## src/rtl/uart_tx_arbiter.sv

```systemverilog
// uart_tx_arbiter
//   Shares one UART core TX path (tx_data / tx_wr / tx_busy) between NREQ
//   byte producers. Round-robin arbitration with an optional per-requester
//   lock that keeps multi-byte messages contiguous. Flags a sticky error if
//   the core never raises tx_busy after a write strobe.
//
// Ports:
//   clk          system clock
//   rst          asynchronous, active-low reset
//   req_valid    per-requester byte available (level)
//   req_lock     per-requester keep-grant-after-this-byte, sampled with req_valid
//   req_data     packed bytes, requester i at [8*i+7:8*i]
//   req_ack      one-cycle pulse: the requester's byte was taken
//   grant        one-hot current/last owner (updated only at arbitration)
//   tx_data      byte to the UART core
//   tx_wr        one-cycle write strobe to the UART core
//   tx_busy      UART core is transmitting
//   busy         arbiter is not idle
//   err_timeout  sticky: core failed to raise tx_busy in time
//   err_clr      clears err_timeout (a simultaneous timeout wins)
module uart_tx_arbiter #(
   parameter int unsigned NREQ          = 4,
   parameter int unsigned START_TIMEOUT = 16,
   parameter int unsigned IDX_W         = 2
) (
   input  logic                clk,
   input  logic                rst,
   input  logic [NREQ-1:0]     req_valid,
   input  logic [NREQ-1:0]     req_lock,
   input  logic [8*NREQ-1:0]   req_data,
   output logic [NREQ-1:0]     req_ack,
   output logic [NREQ-1:0]     grant,
   output logic [7:0]          tx_data,
   output logic                tx_wr,
   input  logic                tx_busy,
   output logic                busy,
   output logic                err_timeout,
   input  logic                err_clr
);

   localparam int unsigned CNT_W = $clog2(START_TIMEOUT + 1);

   typedef enum logic [1:0] {IDLE, LOAD, WAIT_START, WAIT_DONE} state_t;

   state_t            state, state_d;
   logic [IDX_W-1:0]  ptr, ptr_d;
   logic              lock, lock_d;
   logic [CNT_W-1:0]  cnt, cnt_d;
   logic [7:0]        tx_data_d;
   logic [NREQ-1:0]   grant_d, ack_d;
   logic              wr_d, err_d;
   logic [IDX_W-1:0]  rr_win, win;

   logic [7:0] req_byte [NREQ];
   for (genvar g = 0; g < NREQ; g++) begin : g_byte
      assign req_byte[g] = req_data[8*g +: 8];
   end

   // Successor index that wraps at NREQ rather than at 2**IDX_W.
   function automatic logic [IDX_W-1:0] next_idx(input logic [IDX_W-1:0] i);
      return (i == IDX_W'(NREQ - 1)) ? '0 : i + IDX_W'(1);
   endfunction

   // First valid requester scanning ptr+1, ptr+2, ... (ptr itself last).
   always_comb begin
      logic [IDX_W-1:0] cand;
      logic             found;
      cand   = ptr;
      found  = 1'b0;
      rr_win = ptr;
      for (int unsigned k = 0; k < NREQ; k++) begin
         cand = next_idx(cand);
         if (!found && req_valid[cand]) begin
            found  = 1'b1;
            rr_win = cand;
         end
      end
   end

   assign win = (lock && req_valid[ptr]) ? ptr : rr_win;

   always_comb begin
      state_d   = state;
      ptr_d     = ptr;
      lock_d    = lock;
      cnt_d     = cnt;
      tx_data_d = tx_data;
      grant_d   = grant;
      ack_d     = '0;
      wr_d      = 1'b0;
      err_d     = err_timeout;

      case (state)
         IDLE: begin
            // A lock whose owner has nothing to send is dropped here.
            if (lock && !req_valid[ptr]) lock_d = 1'b0;
            if (!tx_busy && (|req_valid)) begin
               tx_data_d = req_byte[win];
               grant_d   = {{(NREQ-1){1'b0}}, 1'b1} << win;
               ack_d     = {{(NREQ-1){1'b0}}, 1'b1} << win;
               lock_d    = req_lock[win];
               ptr_d     = win;
               state_d   = LOAD;
            end
         end
         LOAD: begin
            wr_d    = 1'b1;
            cnt_d   = '0;
            state_d = WAIT_START;
         end
         WAIT_START: begin
            if (tx_busy) begin
               state_d = WAIT_DONE;
            end else if (cnt == CNT_W'(START_TIMEOUT - 1)) begin
               err_d   = 1'b1;
               lock_d  = 1'b0;
               state_d = IDLE;
            end else begin
               cnt_d = cnt + CNT_W'(1);
            end
         end
         WAIT_DONE: begin
            if (!tx_busy) state_d = IDLE;
         end
         default: state_d = IDLE;
      endcase

      // Clear only when no timeout is being raised this cycle.
      if (err_clr && !(state == WAIT_START && !tx_busy &&
                       cnt == CNT_W'(START_TIMEOUT - 1)))
         err_d = 1'b0;
   end

   always_ff @(posedge clk or negedge rst) begin
      if (!rst) begin
         state       <= IDLE;
         ptr         <= IDX_W'(NREQ - 1);
         lock        <= 1'b0;
         cnt         <= '0;
         tx_data     <= '0;
         grant       <= '0;
         req_ack     <= '0;
         tx_wr       <= 1'b0;
         busy        <= 1'b0;
         err_timeout <= 1'b0;
      end else begin
         state       <= state_d;
         ptr         <= ptr_d;
         lock        <= lock_d;
         cnt         <= cnt_d;
         tx_data     <= tx_data_d;
         grant       <= grant_d;
         req_ack     <= ack_d;
         tx_wr       <= wr_d;
         busy        <= (state_d != IDLE);
         err_timeout <= err_d;
      end
   end

endmodule

```

## config.mk

```make
export PLATFORM = sky130hd
export DESIGN_NAME = uart_tx_arbiter
export DESIGN_NICKNAME = d
export VERILOG_FILES = /design/src/rtl/uart_tx_arbiter.sv
export SDC_FILE = /design/constraint.sdc
export NUM_CORES = 1
export LEC_CHECK = 0
export CAP_MARGIN = 20
export CORE_MARGIN = 2
export CORE_UTILIZATION = 63
export CTS_BUF_LIST = sky130_fd_sc_hd__clkbuf_16
export DETAILED_ROUTE_END_ITERATION = 8
export DONT_BUFFER_PORTS = 1
export PLACE_DENSITY = 0.82
export RECOVER_POWER = 100
export SLEW_MARGIN = 25
export SYNTH_ARGS = -nofsm -noshare
export SYNTH_HDL_FRONTEND = slang
export SYNTH_SLANG_ARGS = --single-unit
```

## constraint.sdc

```tcl
create_clock -name clk -period 3.79 [get_ports clk]
set_clock_uncertainty 0.2 [all_clocks]
set_input_delay 1.137 -clock clk [delete_from_list [all_inputs] [get_ports clk]]
set_output_delay 1.137 -clock clk [all_outputs]
set_load 0.05 [all_outputs]
```

==> results.md <==
- Critical Path AT: 3410 ps
- Post-synthesis simple-gate area fraction: 16.0%
- Latest clock arrival within the worst-skew pair: 270 ps
- Type of origin of the critical path: flop
- Initial Util: 67.8%
- N_diodes: 0
- Yosys reg bits: 29
- Critical Path Fanout Max: 22
- Finished layout cell area: 2020 um^2
- Max Root-Sink Buffers: 2
- I/O Buffers: 0
- Vias in the first global route: 1582
- Drt pass-1 iters: 6
- Worst-path clk slew: 50 ps
- Rel. slew slack: 66.2%
- Final setup violating endpoints: 0
- CTS buffer count: 5
- Post-route DRC: 3
- IO Pins: 63
- RSZ-0062 raised after global routing: no
- Synth Area in Adders: 1.97%
- Share of cells above drive strength 1: 9.66%
- Type of the worst min-delay path: reg2reg
- Yosys warnings: 0
- Most used cell, CP: mux2i_1
- Hold WS: 314 ps
- Largest net degree at the start of global routing: 30
- Synth Area in XOR/XNOR: 0.922%
- Mux contribution to synthesized area: 15.0%
- Final worst path period share: 92.1%
- Max Cap Violations: 0
- Iteration-0 DRC Markers: 115
- Largest cells by area after synthesis: dfrtp_1 (36%), mux2i_1 (13%), o21ai_0 (5.0%), nand2_1 (4.9%), o221ai_1 (4.6%)
- Antenna violations before repair: 0
- Leakage power: 0.911 nW
- Mapped Nets: 259
- Max Freq: 286 MHz
- Layout area overhead: 6.45%
- Met1 WL: 1740 um
- Core area: 2810 um^2
- Final WL: 4460 um
- Crit. End Element: flop
- Global-route wire length before repair: 7140 um
- Status: finished, violations left
- Max Slew Vio Count: 0
- Crit-path slowest cell: dfstp_2
- Endpoints failing hold: 0
- Total setup buffers inserted after CTS: 0
- Top Layer Used: met4
- Critical path class: reg2reg
- Routed wire length per instance: 18.7 um
- Metal3 WL: 246 um
- Setup slack after layout: 299 ps
- Place WS: 257 ps
- Fillers: 211
- Antenna viol nets, final: 0
- Worst Path Required: 3710 ps
- CTS tree: built
- Crit path time final: 3490 ps
- Sw power: 1.14 mW
- Worst slew pin tran: 506 ps
- Die Height: 58.9 um
- Gr ovfl total: 0
- Via count: 1614
- Gpl congestion: 0.909
- Die area: 3470 um^2
- Synthesized area: 1900 um^2
- Hold_buf cts: 0
- Number of vias per cell: 6.78
- Cell count after synthesis: 212
- Synth cell types: 44
- Clock Sinks: 29
- VDD IR max: 0.722 mV
- Die width: 58.9 um
- H-tree depth: 2
- Cell Area, Placed: 1880 um^2
- Clock group share of total power: 15.8%
- Hpwl dp: 3020 um
- Failing checks: design-rule violations
- Setup TNS: 0 ps
- Crit path buf inv count: 1
- Flop pwr share: 36.2%
- Row count: 19
- Switching Fraction: 49.2%
- Yosys top cell by area: dfrtp_1
- CP top delay family: flip-flops
- Power Density: 1140 nW/um^2
- Top cell type's share of synthesized area: 35.5%
- Largest family of logic cells by synthesized area: compound AO/OA/AOI/OAI gates
- Compound-Gate Fraction of Synth Area: 21.7%
- Register area: 728 um^2
- Cell internal pwr: 1.17 mW
- Overall Global Routing Usage: 27.4%
- Combinational share of power: 48.0%
- Avg Cell Area, Syn: 8.96 um^2
- Total Nets Final: 253
- Root Driver: clkbuf_16
- Met2 wire len: 2390 um
- Crit-path cells: ha_1, xnor2_2, mux2i_1, a31oi_1, o22a_1, a41oi_4, buf_4, mux2i_1, o221ai_1
- Area of the multi-input gates: 1060 um^2
- Seq/Total Area, Yosys: 38.3%
- Critical path's largest stage delay: 750 ps
==> timing repair <==
action                                 4_1_cts  5_1_grt
setup endpoints to repair                    0        3
endpoints found under the hold margin        0        0
gates resized for setup                      0        1
==> final timing paths <==
path / slack, ps / end / startpoint / cells after the start
setup / recovery: 300 / tx_data[5] / ptr[0] / 9
hold / removal: 310 / cnt[4] / cnt[4] / 2
setup reg to reg: 300 / tx_data[5] / ptr[0] / 9
hold reg to reg: 310 / cnt[4] / cnt[4] / 2
max in group asynchronous: 2860 / ptr[0] / rst / 0
min in group asynchronous: 360 / err_timeout / rst / 0
==> final cells by class <==
type	instances	share of cell area (%)
Clock inverter	3	0.680
Tap cell	31	1.92
Clock buffer	5	6.18
Multi-Input combinational cell	157	52.6
Timing Repair Buffer	2	0.557
Sequential cell	29	36.0
Inverter	11	2.04
==> flip-flops by register name, summed over array words and instances (netlist names) <==
signal,cells
tx_data,8
cnt,5
grant,4
req_ack,4
ptr,2
state,2
busy,1
err_timeout,1
lock,1
tx_wr,1
==> worst min-delay path: cells and delay by family, from the launching register on <==
kind / cells / cell delay, ps
flops: 1 / 360
simple gates: 1 / 50
compound gates: 1 / 60
==> cells by family (layout without fill, tap and decap cells) <==
kind of cell / after synthesis / in the layout
xor+xnor: 2 / 2
fa+ha+maj: 3 / 3
compound gates: 60 / 60
mux: 28 / 28
buf+inv: 26 / 21
simple gates: 64 / 64
flops: 29 / 29
==> cells in the mapped netlist, drive strengths merged <==
cell type and number:
nand3 1, and3b 1, clkbuf 8, a211oi 2, a2bb2oi 2, nor3 5
a21oi 12, a21boi 1, xnor2 2, a22oi 1, buf 7, ha 3
nor4 2, inv 11, a31oi 2, and2 1, nor4bb 1, nor3b 2
nand2b 1, o2bb2ai 1, dfstp 2, o211ai 3, or3b 1, or3 1
a31o 1, a21o 1, a32oi 1, nand2 25, o32ai 1, nand4 1
a41oi 2, nor2b 3, or2 2, o21ai 19, and3 2, mux2 4
dfrtp 27, mux2i 24, o22a 1, nor2 15, o221ai 10
==> metal layers <==
| layer | vias to the layer above | global-route usage, % |
|---|---|---|
| li1 | 761 | - |
| met1 | 783 | 34.4 |
| met2 | 57 | 45.2 |
| met3 | 13 | 8.35 |
| met4 | 0 | 9.09 |
| met5 | - | 0 |
==> cells in the final DEF, fill, tap and decap left out, drive strengths merged, types with 4 or more instances in the layout <==
cell type,n
o221ai,10
mux2i,24
inv,12
mux2,4
o21ai,19
a21oi,12
nor2,15
nor3,5
dfrtp,27
clkbuf,6
nand2,25
==> per-stage QoR <==
| step | cells | power, mW | util, % |
|---|---|---|---|
| finish | 238 | 2.31 | 72.1 |
| global route | 238 | 2.46 | 72.1 |
| CTS | 238 | 2.31 | 72.0 |
| detailed placement | 230 | 1.93 | 67.0 |
| global placement | 230 | 1.87 | 67.0 |
| floorplan | 212 | 1.77 | - |
==> power by group through the flow <==
stage / logic [mW] / registers, mW / clock network (mW)
CTS: 1.10 / 0.834 / 0.370
floorplan: 1.01 / 0.764 / 0
finish: 1.11 / 0.835 / 0.364
global placement: 1.04 / 0.830 / 0
detailed placement: 1.09 / 0.835 / 0
global route: 1.22 / 0.857 / 0.385
Power figures use the tool's default switching activity.
